### src/rtl/cotm32_pkg.sv
// Shared types and constants for the cotm32 core control path.
package cotm32_pkg;

    // Sequencer states. o_state exposes the encoding directly.
    typedef enum logic [2:0] {
        FETCH      = 3'd0,
        FETCH_WAIT = 3'd1,
        EXEC       = 3'd2,
        MEM        = 3'd3,
        MEM_WAIT   = 3'd4,
        WB         = 3'd5,
        TRAP       = 3'd6
    } core_seq_state_t;

    // Which handshake timed out.
    typedef enum logic [1:0] {
        FAULT_FETCH = 2'd0,
        FAULT_LOAD  = 2'd1,
        FAULT_STORE = 2'd2
    } bus_fault_kind_t;

    // addi x0, x0, 0
    localparam logic [31:0] NOP_INST = 32'h0000_0013;

    // Default bound on any single memory handshake wait.
    localparam int SEQ_TIMEOUT_CYCLES = 256;

endpackage

### src/rtl/seq_timeout_counter.sv
// Wait-cycle counter for memory handshakes. expire is high during the
// TIMEOUT_CYCLES-th consecutive enabled cycle, so the state leaving on
// expire lands in its successor exactly TIMEOUT_CYCLES cycles after entry.
// TIMEOUT_CYCLES = 0 never expires.
module seq_timeout_counter #(
    parameter int TIMEOUT_CYCLES = 256
) (
    input  logic clk,
    input  logic rst,
    input  logic clr,
    input  logic en,
    output logic expire
);

    localparam int CW = (TIMEOUT_CYCLES < 2) ? 1 : $clog2(TIMEOUT_CYCLES);
    localparam logic [CW-1:0] LIMIT = CW'((TIMEOUT_CYCLES == 0) ? 0 : TIMEOUT_CYCLES - 1);

    logic [CW-1:0] cnt;

    // Count waiting cycles; clear wins over enable.
    always_ff @(posedge clk or posedge rst) begin
        if (rst) begin
            cnt <= '0;
        end else if (clr) begin
            cnt <= '0;
        end else if (en) begin
            cnt <= cnt + 1'b1;
        end
    end

    assign expire = (TIMEOUT_CYCLES != 0) && en && (cnt == LIMIT);

endmodule

### src/rtl/core_sequencer.sv
// Multi-cycle control sequencer: fetch over a variable-latency IMEM, execute,
// optional DMEM access, then a single writeback (or trap) cycle that carries
// every architectural commit strobe.
//
// Memory handshake: the sequencer holds req high until it sees gnt in the same
// cycle (request accepted); the response is the first rvalid seen in or after
// the gnt cycle. rvalid is only looked at from the gnt cycle onward, and
// gnt/rvalid arriving while nothing is outstanding are ignored.
module core_sequencer #(
    parameter int XLEN           = 32,
    parameter int INST_WIDTH     = 32,
    parameter int INSTRET_WIDTH  = 64,
    parameter int TIMEOUT_CYCLES = cotm32_pkg::SEQ_TIMEOUT_CYCLES,
    parameter logic [INST_WIDTH-1:0] NOP_INST = INST_WIDTH'(cotm32_pkg::NOP_INST)
) (
    input  logic                     i_clk,
    input  logic                     i_rst,
    input  logic                     i_halt,
    output logic                     o_imem_req,
    input  logic                     i_imem_gnt,
    input  logic                     i_imem_rvalid,
    input  logic [INST_WIDTH-1:0]    i_imem_rdata,
    output logic [INST_WIDTH-1:0]    o_inst,
    input  logic                     i_is_load,
    input  logic                     i_is_store,
    input  logic                     i_regfile_we_dec,
    input  logic                     i_csr_we_dec,
    input  logic                     i_mret,
    input  logic                     i_trap_req,
    output logic                     o_dmem_req,
    input  logic                     i_dmem_gnt,
    input  logic                     i_dmem_rvalid,
    input  logic [XLEN-1:0]          i_dmem_rdata,
    output logic [XLEN-1:0]          o_load_data,
    output logic                     o_pc_we,
    output logic                     o_regfile_we,
    output logic                     o_csr_we,
    output logic                     o_mret_commit,
    output logic                     o_trap_commit,
    output logic                     o_bus_fault,
    output logic [1:0]               o_bus_fault_kind,
    output logic [INSTRET_WIDTH-1:0] o_instret,
    output logic                     o_busy,
    output logic [2:0]               o_state
);

    import cotm32_pkg::*;

    core_seq_state_t state_q, state_d;
    bus_fault_kind_t kind_q, kind_d;

    // Decode bits captured in EXEC so later cycles do not depend on decoder timing.
    logic ld_q, rf_q, csr_q, mret_q;
    logic fault_q;
    logic inst_we, load_we;
    logic wait_en, tmo_clr, expire;

    // A cycle counts as waiting when its state's handshake did not complete.
    assign wait_en = ((state_q == FETCH)      && !i_halt && !i_imem_gnt)
                   || ((state_q == FETCH_WAIT) && !i_imem_rvalid)
                   || ((state_q == MEM)        && !i_dmem_gnt)
                   || ((state_q == MEM_WAIT)   && !i_dmem_rvalid);

    // Restart the count on every state change; a halted FETCH is idle, not waiting.
    assign tmo_clr = (state_d != state_q) || ((state_q == FETCH) && i_halt);

    seq_timeout_counter #(
        .TIMEOUT_CYCLES(TIMEOUT_CYCLES)
    ) u_timeout (
        .clk   (i_clk),
        .rst   (i_rst),
        .clr   (tmo_clr),
        .en    (wait_en),
        .expire(expire)
    );

    // Next-state, request and commit-strobe decode.
    always_comb begin
        state_d       = state_q;
        kind_d        = kind_q;
        inst_we       = 1'b0;
        load_we       = 1'b0;
        o_imem_req    = 1'b0;
        o_dmem_req    = 1'b0;
        o_pc_we       = 1'b0;
        o_regfile_we  = 1'b0;
        o_csr_we      = 1'b0;
        o_mret_commit = 1'b0;
        o_trap_commit = 1'b0;
        o_bus_fault   = 1'b0;
        case (state_q)
            FETCH: begin
                if (!i_halt) begin
                    o_imem_req = !i_rst;
                    if (i_imem_gnt) begin
                        if (i_imem_rvalid) begin
                            inst_we = 1'b1;
                            state_d = EXEC;
                        end else begin
                            state_d = FETCH_WAIT;
                        end
                    end else if (expire) begin
                        kind_d  = FAULT_FETCH;
                        state_d = TRAP;
                    end
                end
            end
            FETCH_WAIT: begin
                if (i_imem_rvalid) begin
                    inst_we = 1'b1;
                    state_d = EXEC;
                end else if (expire) begin
                    kind_d  = FAULT_FETCH;
                    state_d = TRAP;
                end
            end
            EXEC: begin
                if (i_trap_req) begin
                    state_d = TRAP;
                end else if (i_is_load || i_is_store) begin
                    state_d = MEM;
                end else begin
                    state_d = WB;
                end
            end
            MEM: begin
                o_dmem_req = 1'b1;
                if (i_dmem_gnt) begin
                    if (!ld_q) begin
                        state_d = WB;
                    end else if (i_dmem_rvalid) begin
                        load_we = 1'b1;
                        state_d = WB;
                    end else begin
                        state_d = MEM_WAIT;
                    end
                end else if (expire) begin
                    kind_d  = ld_q ? FAULT_LOAD : FAULT_STORE;
                    state_d = TRAP;
                end
            end
            MEM_WAIT: begin
                if (i_dmem_rvalid) begin
                    load_we = 1'b1;
                    state_d = WB;
                end else if (expire) begin
                    kind_d  = FAULT_LOAD;
                    state_d = TRAP;
                end
            end
            WB: begin
                o_pc_we       = 1'b1;
                o_regfile_we  = rf_q;
                o_csr_we      = csr_q;
                o_mret_commit = mret_q;
                state_d       = FETCH;
            end
            TRAP: begin
                o_pc_we       = 1'b1;
                o_trap_commit = 1'b1;
                o_bus_fault   = fault_q;
                state_d       = FETCH;
            end
            default: state_d = FETCH;
        endcase
    end

    // State, latched instruction/load data, decode capture and retire counter.
    always_ff @(posedge i_clk or posedge i_rst) begin
        if (i_rst) begin
            state_q     <= FETCH;
            kind_q      <= FAULT_FETCH;
            fault_q     <= 1'b0;
            o_inst      <= NOP_INST;
            o_load_data <= '0;
            o_instret   <= '0;
            ld_q        <= 1'b0;
            rf_q        <= 1'b0;
            csr_q       <= 1'b0;
            mret_q      <= 1'b0;
        end else begin
            state_q <= state_d;
            kind_q  <= kind_d;
            fault_q <= expire;
            if (inst_we) begin
                o_inst <= i_imem_rdata;
            end
            if (load_we) begin
                o_load_data <= i_dmem_rdata;
            end
            if (state_q == EXEC) begin
                ld_q   <= i_is_load;
                rf_q   <= i_regfile_we_dec;
                csr_q  <= i_csr_we_dec;
                mret_q <= i_mret;
            end
            if (state_q == WB) begin
                o_instret <= o_instret + 1'b1;
            end
        end
    end

    assign o_bus_fault_kind = kind_q;
    assign o_busy           = !((state_q == FETCH) && i_halt);
    assign o_state          = state_q;

endmodule

### config.mk
export PLATFORM = sky130hd
export DESIGN_NAME = core_sequencer
export DESIGN_NICKNAME = d
export VERILOG_FILES = /design/src/rtl/cotm32_pkg.sv /design/src/rtl/seq_timeout_counter.sv /design/src/rtl/core_sequencer.sv
export SDC_FILE = /design/constraint.sdc
export NUM_CORES = 1
export LEC_CHECK = 0
export ABC_AREA = 1
export BUFFER_PORTS_ARGS = -buffer_cell sky130_fd_sc_hd__buf_2
export CORE_UTILIZATION = 47
export DETAILED_ROUTE_END_ITERATION = 8
export PLACE_DENSITY = 0.87
export REMOVE_ABC_BUFFERS = 1
export SYNTH_ARGS = -nofsm -noshare
export SYNTH_HDL_FRONTEND = slang
export SYNTH_HIERARCHICAL = 1
export SYNTH_SLANG_ARGS = --single-unit
### constraint.sdc
create_clock -name i_clk -period 3.95 [get_ports i_clk]
set_clock_uncertainty 0.2 [all_clocks]
set_input_delay 0.395 -clock i_clk [delete_from_list [all_inputs] [get_ports i_clk]]
set_output_delay 0.395 -clock i_clk [all_outputs]
set_load 0.005 [all_outputs]
After elaboration in Yosys (flattened, before gate mapping) --
Cells that the tools add are included.
Word-level totals: word-level logic and storage cells 93, output and inout port bits 142, bits in registers 146, input port bits 77
Operators by class: equality and inequality tests 15, $add $sub $neg 2, multiplexer cells 41, reductions and logical operators 24
Operator list (count):
- adder 64 x 1 -> 64 bit, second input constant | 1
- 2-to-1 mux 3 bit | 8
- 2-to-1 mux 2 bit | 10
- 2-to-1 mux 1 bit | 17
- 2-to-1 mux 8 bit | 2
- one-hot mux 3 bit (5 select lines) | 1
- inequality test 2 bit, second input constant | 7
- == test 3 bit, second input constant | 3
- adder 8 x 1 -> 8 bit, second input constant | 1
- == test 8 bit, second input constant | 1
- one-hot mux 2 bit (4 select lines) | 1
- AND reduction 8 bit | 1
- logical AND 1 bit | 7
- zero test 1 bit | 7
- == test 3 x 2 -> 1 bit, second input constant | 2
- logical OR 1 bit | 5
- one-hot mux 1 bit (2 select lines) | 2
- nonzero test 4 bit | 1
- == test 3 x 1 -> 1 bit, second input constant | 1
- zero test 3 bit | 1
- inequality test 3 bit | 1
- nonzero test 2 bit | 1
- OR reduction 2 bit | 1

Longest topological paths before layout --
depth after elaboration 14, gate-level depth with buffers 21, gate-level depth less buffers 20

Cells and area by module --
Netlist, hierarchy kept.
Modules (own cells, without submodules):
- core_sequencer | cells an instance 815, area an instance 6946.7 µm², times used 1, sequential area each 3457.1 µm²
- seq_timeout_counter | cells an instance 55, area an instance 450.4 µm², times used 1, sequential area each 200.2 µm²

Worst setup path after synthesis --
Ideal clock, no wire load.
kind register -> register, start reg state_q[1] (netlist: o_state[1]), end reg u_timeout.cnt[7], cell stages (with the launch flop) 20, clock period less this slack 2.767 ns, library setup time 0.114 ns, data arrival time 2.453 ns, path buffers 1, required time 3.636 ns, slack 1.183 ns, cell sequence dfrtp_1 > buf_4 > nor2_2 > nand3_1 > nand4_1 > inv_1 > nor2_1 > inv_1 > nand4_1 > nand2_1 > nor2_1 > nand3_1 > nand2_1 > nand3_1 > nor2_2 > nor2_4 > nand4_1 > nand2_1 > inv_1 > nor2_2
Between the ends: cells in the longest elaborated chain, start to end 14, elaborated cells between the ends (all ways) 26, those cells by class 5 x eq/ne; 8 x mux; 13 x reduce/logical
Ends and longest elaborated chain:
- start, declared | RTL line core_sequencer.sv:49 | core_seq_state_t state_q, state_d;
- start signal, assigned | RTL line core_sequencer.sv:182 | state_q <= state_d;
- zero test 3 bit | RTL line core_sequencer.sv:59 | assign wait_en = ((state_q == FETCH) && !i_halt && !i_imem_gnt)
- logical AND 1 bit (2 in series) | RTL line core_sequencer.sv:59
- logical OR 1 bit | RTL line core_sequencer.sv:60 | || ((state_q == FETCH_WAIT) && !i_imem_rvalid)
- logical OR 1 bit | RTL line core_sequencer.sv:61 | || ((state_q == MEM) && !i_dmem_gnt)
- logical OR 1 bit (*) | RTL line core_sequencer.sv:62 | || ((state_q == MEM_WAIT) && !i_dmem_rvalid);
- net wait_en | RTL line core_sequencer.sv:56 | logic wait_en, tmo_clr, expire;
- logical AND 1 bit (*) | RTL line seq_timeout_counter.sv:31 | assign expire = (TIMEOUT_CYCLES != 0) && en && (cnt == LIMIT);
- net expire | RTL line core_sequencer.sv:56
- 2-to-1 mux 3 bit (*)
- 2-to-1 mux 3 bit | RTL line core_sequencer.sv:95 | if (i_imem_gnt) begin
- 2-to-1 mux 3 bit | RTL line core_sequencer.sv:93 | if (!i_halt) begin
- one-hot mux 3 bit (5 select lines) (*) | RTL line core_sequencer.sv:91 | case (state_q)
- inequality test 3 bit (*) | RTL line core_sequencer.sv:65 | assign tmo_clr = (state_d != state_q) || ((state_q == FETCH) && i_halt);
- logical OR 1 bit (*) | RTL line core_sequencer.sv:65
- net tmo_clr | RTL line core_sequencer.sv:56
- 2-to-1 mux 8 bit or nonzero test 2 bit (tied branches)
- end signal, assigned | RTL line seq_timeout_counter.sv:27 | cnt <= cnt + 1'b1;
- end, declared | RTL line seq_timeout_counter.sv:18 | logic [CW-1:0] cnt;
Mark *: on every way through the listed nets, which the timed path passes. The rest lies on a longest branch. A chain may end at the register's enable or synchronous reset.

Worst setup path in the final report --
start reg state_q[0] (netlist: o_state[0]), end reg u_timeout.cnt[7]
The elaborated chain is that of the path after synthesis.

==> results.rst <==
.. list-table::
   :header-rows: 1

   * - Metric
     - Value
   * - DR vias
     - 6964
   * - Die area
     - 16200 um2
   * - Period utilization
     - 85.8%
   * - H-tree depth
     - 4
   * - Clock transition at the register clock pins on the worst setup and hold paths after CTS
     - 70 ps
   * - Power Density
     - 541 nW/um2
   * - Met2 usage in global routing
     - 43.5%
   * - Ant diodes
     - 0
   * - Worst Path Max Fanout
     - 10
   * - Post-route antenna net violation count
     - 0
   * - Worst EP arrival
     - 3510 ps
   * - Cell chosen for the clock root
     - clkbuf_16
   * - Final max-slew violation count
     - 0
   * - Transition time of the tightest slew-check pin
     - 1200 ps
   * - Hold violation total from the final report
     - 0
   * - Area of the core
     - 15300 um2
   * - Port buffer count
     - 218
   * - Proportion of synthesized chip area in sequential cells
     - 49.4%
   * - Number of buffer and inverter instances along the worst setup path
     - 3
   * - Ranking of synthesized cells by area
     - dfrtp_1 48%, nand2_1 11%, inv_1 5.5%
   * - RR Startpoint
     - o_state[0]
   * - Peak supply drop
     - 0.000325 V
   * - Number of hold-repair buffers added at the cts stage
     - 57
   * - Mean instance size in the synthesized netlist
     - 8.50 um2
   * - Number of warnings reported in the yosys synthesis log
     - 6
   * - Largest delay contributor family on the critical path
     - simple AND/OR/NAND/NOR gates
   * - Via count of the first global-routing pass
     - 6607
   * - Worst-path cell with the longest stage delay
     - dfrtp_1
   * - Relative area change from synthesis to final layout
     - 33.2%
   * - Fraction of synthesis flops using an asynchronous set or reset pin
     - 100%
   * - Type of destination of the critical path
     - register
   * - Boundary pin count
     - 219
   * - Final setup vio count
     - 0
   * - Starting density of the core
     - 48.5%
   * - Clock Path Buffers
     - 2
   * - Overall die height
     - 127 um
   * - Chip Width
     - 127 um
   * - Placed Instance Area
     - 8640 um2
   * - Synth cell types
     - 36
   * - CP Launch Point
     - o_state[0]
   * - Peak-usage layer in the global routing report
     - met2
   * - Worst-Skew Late Latency
     - 430 ps
   * - # fillers
     - 1183
   * - Most numerous cell in the Yosys netlist
     - nand2_1
   * - Post-route worst hold slack
     - 10.0 ps
   * - Run status
     - complete, no violations
   * - Average routed wire per standard cell
     - 15.3 um
   * - Count of state elements after synthesis
     - 146
   * - Antenna violations before repair
     - 0
   * - Finished layout cell area
     - 9860 um2
   * - 1st-iter DRT viols
     - 526
   * - Reported leakage power
     - 4.86 nW
   * - Share of cells above drive strength 1
     - 26.7%
   * - Number of instances in the synthesized netlist
     - 870
   * - Startpoint of the worst hold path
     - i_imem_rdata[5]
   * - Highest clock rate
     - 0.295 GHz
   * - Final wirelength
     - 21000 um
   * - Grt met3 use
     - 5.11%
   * - Area of the mapped netlist
     - 7400 um2
   * - Post-cts resize count
     - 0
   * - Maximum number of pins on one net before global-route repair
     - 96
   * - Kind of start point of the critical path
     - register
   * - Cell count after placement
     - 1285
   * - Number of synthesized flops with an enable pin
     - 0
   * - Utilization of the core after routing
     - 64.6%
   * - Vias per inst
     - 5.06
   * - Maximum Capacitance Violations
     - 0
   * - Top_reg_cell synth
     - dfrtp_1
   * - Critical path required time
     - 4070 ps
   * - Detailed Routing Iterations Pass 1
     - 5
   * - Weighted congestion at the end of routability-driven global placement
     - 0.915
   * - RSZ-0062 raised after global routing
     - false
   * - Share of the synthesized area in the top cell type
     - 48.4%
   * - Top cell types by occurrence after synthesis
     - 226 x nand2_1, 143 x dfrtp_1, 109 x inv_1
   * - Count of non-filler cells in the finished layout
     - 1377
   * - DRC violation count after routing
     - 0
   * - Dpl ws
     - 637 ps
   * - Number of nets in the layout
     - 1232
   * - GRT Total Usage
     - 26.2%
   * - Cell type with the highest aggregate area in the netlist
     - dfrtp_1
   * - Wire length of the first global-routing pass
     - 33100 um
   * - Met1 usage
     - 33.7%
   * - Largest incremental delay on the critical path
     - 620 ps
   * - Std cell rows
     - 45
   * - Headroom to the max-slew limit
     - 20.1%
   * - Type of the tightest min-delay check
     - input pin to register
   * - Remaining global-route overflow
     - 0
   * - TritonCTS clock tree
     - built
   * - Critical path start-end classification
     - register to register
   * - Tmin final
     - 3390 ps
   * - Critical-path cell list
     - nand2_2 > nor2_4 > nand2_1 > nand4_1 > inv_1 > nor2_1 > inv_1 > nand4_1 > nand2_1 > nor2_1 > nand3_1 > nand2_1 > nand3_1 > nor2_2 > nor2_4 > nand4_1 > nand2_1 > inv_1 > nor2_2
   * - Half-perimeter wire length after placement
     - 14100 um
   * - Final worst setup slack
     - 560 ps
   * - Cell repeated most along the worst path
     - nand2_1
   * - Sinks on Clock Net
     - 146
   * - Buffers inserted by post-CTS timing repair
     - 0
   * - Num CTS Buffers
     - 17
## per-layer routing
layer  share of wire (%)  vias to the layer above
met5                   0                        -
met2                  49                      285
met1                  42                     3277
met3                 6.3                       42
li1                    -                     3360
met4                 2.6                        0
## worst register-to-register path, stage by stage (launching register included)
cell,delay (ps)
dfrtp_1,620
nand2_2,120
nor2_4,170
nand2_1,90
nand4_1,200
inv_1,120
nor2_1,360
inv_1,140
nand4_1,110
nand2_1,60
nor2_1,130
nand3_1,80
nand2_1,90
nand3_1,210
nor2_2,270
nor2_4,70
nand4_1,70
nand2_1,60
inv_1,70
nor2_2,30
## sequential cells by signal, indices dropped and copies added (netlist names)
register and count:
o_instret 64, o_inst 32, o_load_data 32, u_timeout/cnt 8, o_state 3, o_bus_fault_kind 2
csr_q 1, fault_q 1, ld_q 1, mret_q 1, rf_q 1
## metrics by stage
step / total power (W) / TNS, ps
finish: 0.00533 / 0
detailed placement: 0.00358 / 0
floorplan: 0.00293 / -45390
CTS: 0.00530 / 0
global route: 0.00563 / 0
global placement: 0.00351 / 0
## layout make-up
| cell class | instances | area (um2) | area share [%] |
|---|---|---|---|
| multi-input combinational | 594 | 3180 | 32.2 |
| tap | 211 | 264 | 2.68 |
| sequential | 146 | 3660 | 37.1 |
| timing repair buffer | 280 | 1710 | 17.3 |
| clock inverter | 15 | 190 | 1.93 |
| clock buffer | 17 | 425 | 4.32 |
| inverter | 114 | 434 | 4.41 |
## cells by family (layout without fill, tap and decap cells)
family,Yosys count,count (layout),share of synthesized area [%]
simple gates,459,459,28.7
flops,146,146,49.4
buf+inv,130,426,7.59
compound gates,63,63,4.52
xor+xnor,38,38,4.50
mux,32,32,4.87
fa+ha+maj,2,2,0.338
## worst paths after layout
| path | to | slack (ps) | cells after the start |
|---|---|---|---|
| setup reg to reg | u_timeout/cnt[7] | 560 | 19 |
| hold reg to reg | o_load_data[3] | 290 | 1 |
| setup / recovery | u_timeout/cnt[7] | 560 | 19 |
| min in group asynchronous | u_timeout/cnt[2] | 330 | 3 |
| hold / removal | o_inst[5] | 10 | 3 |
| max in group asynchronous | o_inst[23] | 2150 | 4 |
## power breakdown
group	switching, W	internal, W	total [W]
combinational	0.000819	0.000672	0.00149
sequential	0.000276	0.00189	0.00217
clock	0.000707	0.000964	0.00167
## layout by cell type, fill, tap and decap left out, types with 6 or more instances in the layout
cell,n
nand2_1,226
buf_2,218
dfrtp_1,143
inv_1,108
nor2_1,80
dlygate4sd3_1,60
nand3_1,45
o21ai_1,36
nand4_1,31
nor3_1,27
xor2_1,23
mux2_1,20
clkbuf_16,17
o21ai_0,16
xnor2_1,15
mux2_2,12
nor2_2,10
nor2_4,9
a21oi_1,7
nand3b_1,6
inv_6,6
Power figures use the tool's default switching activity.
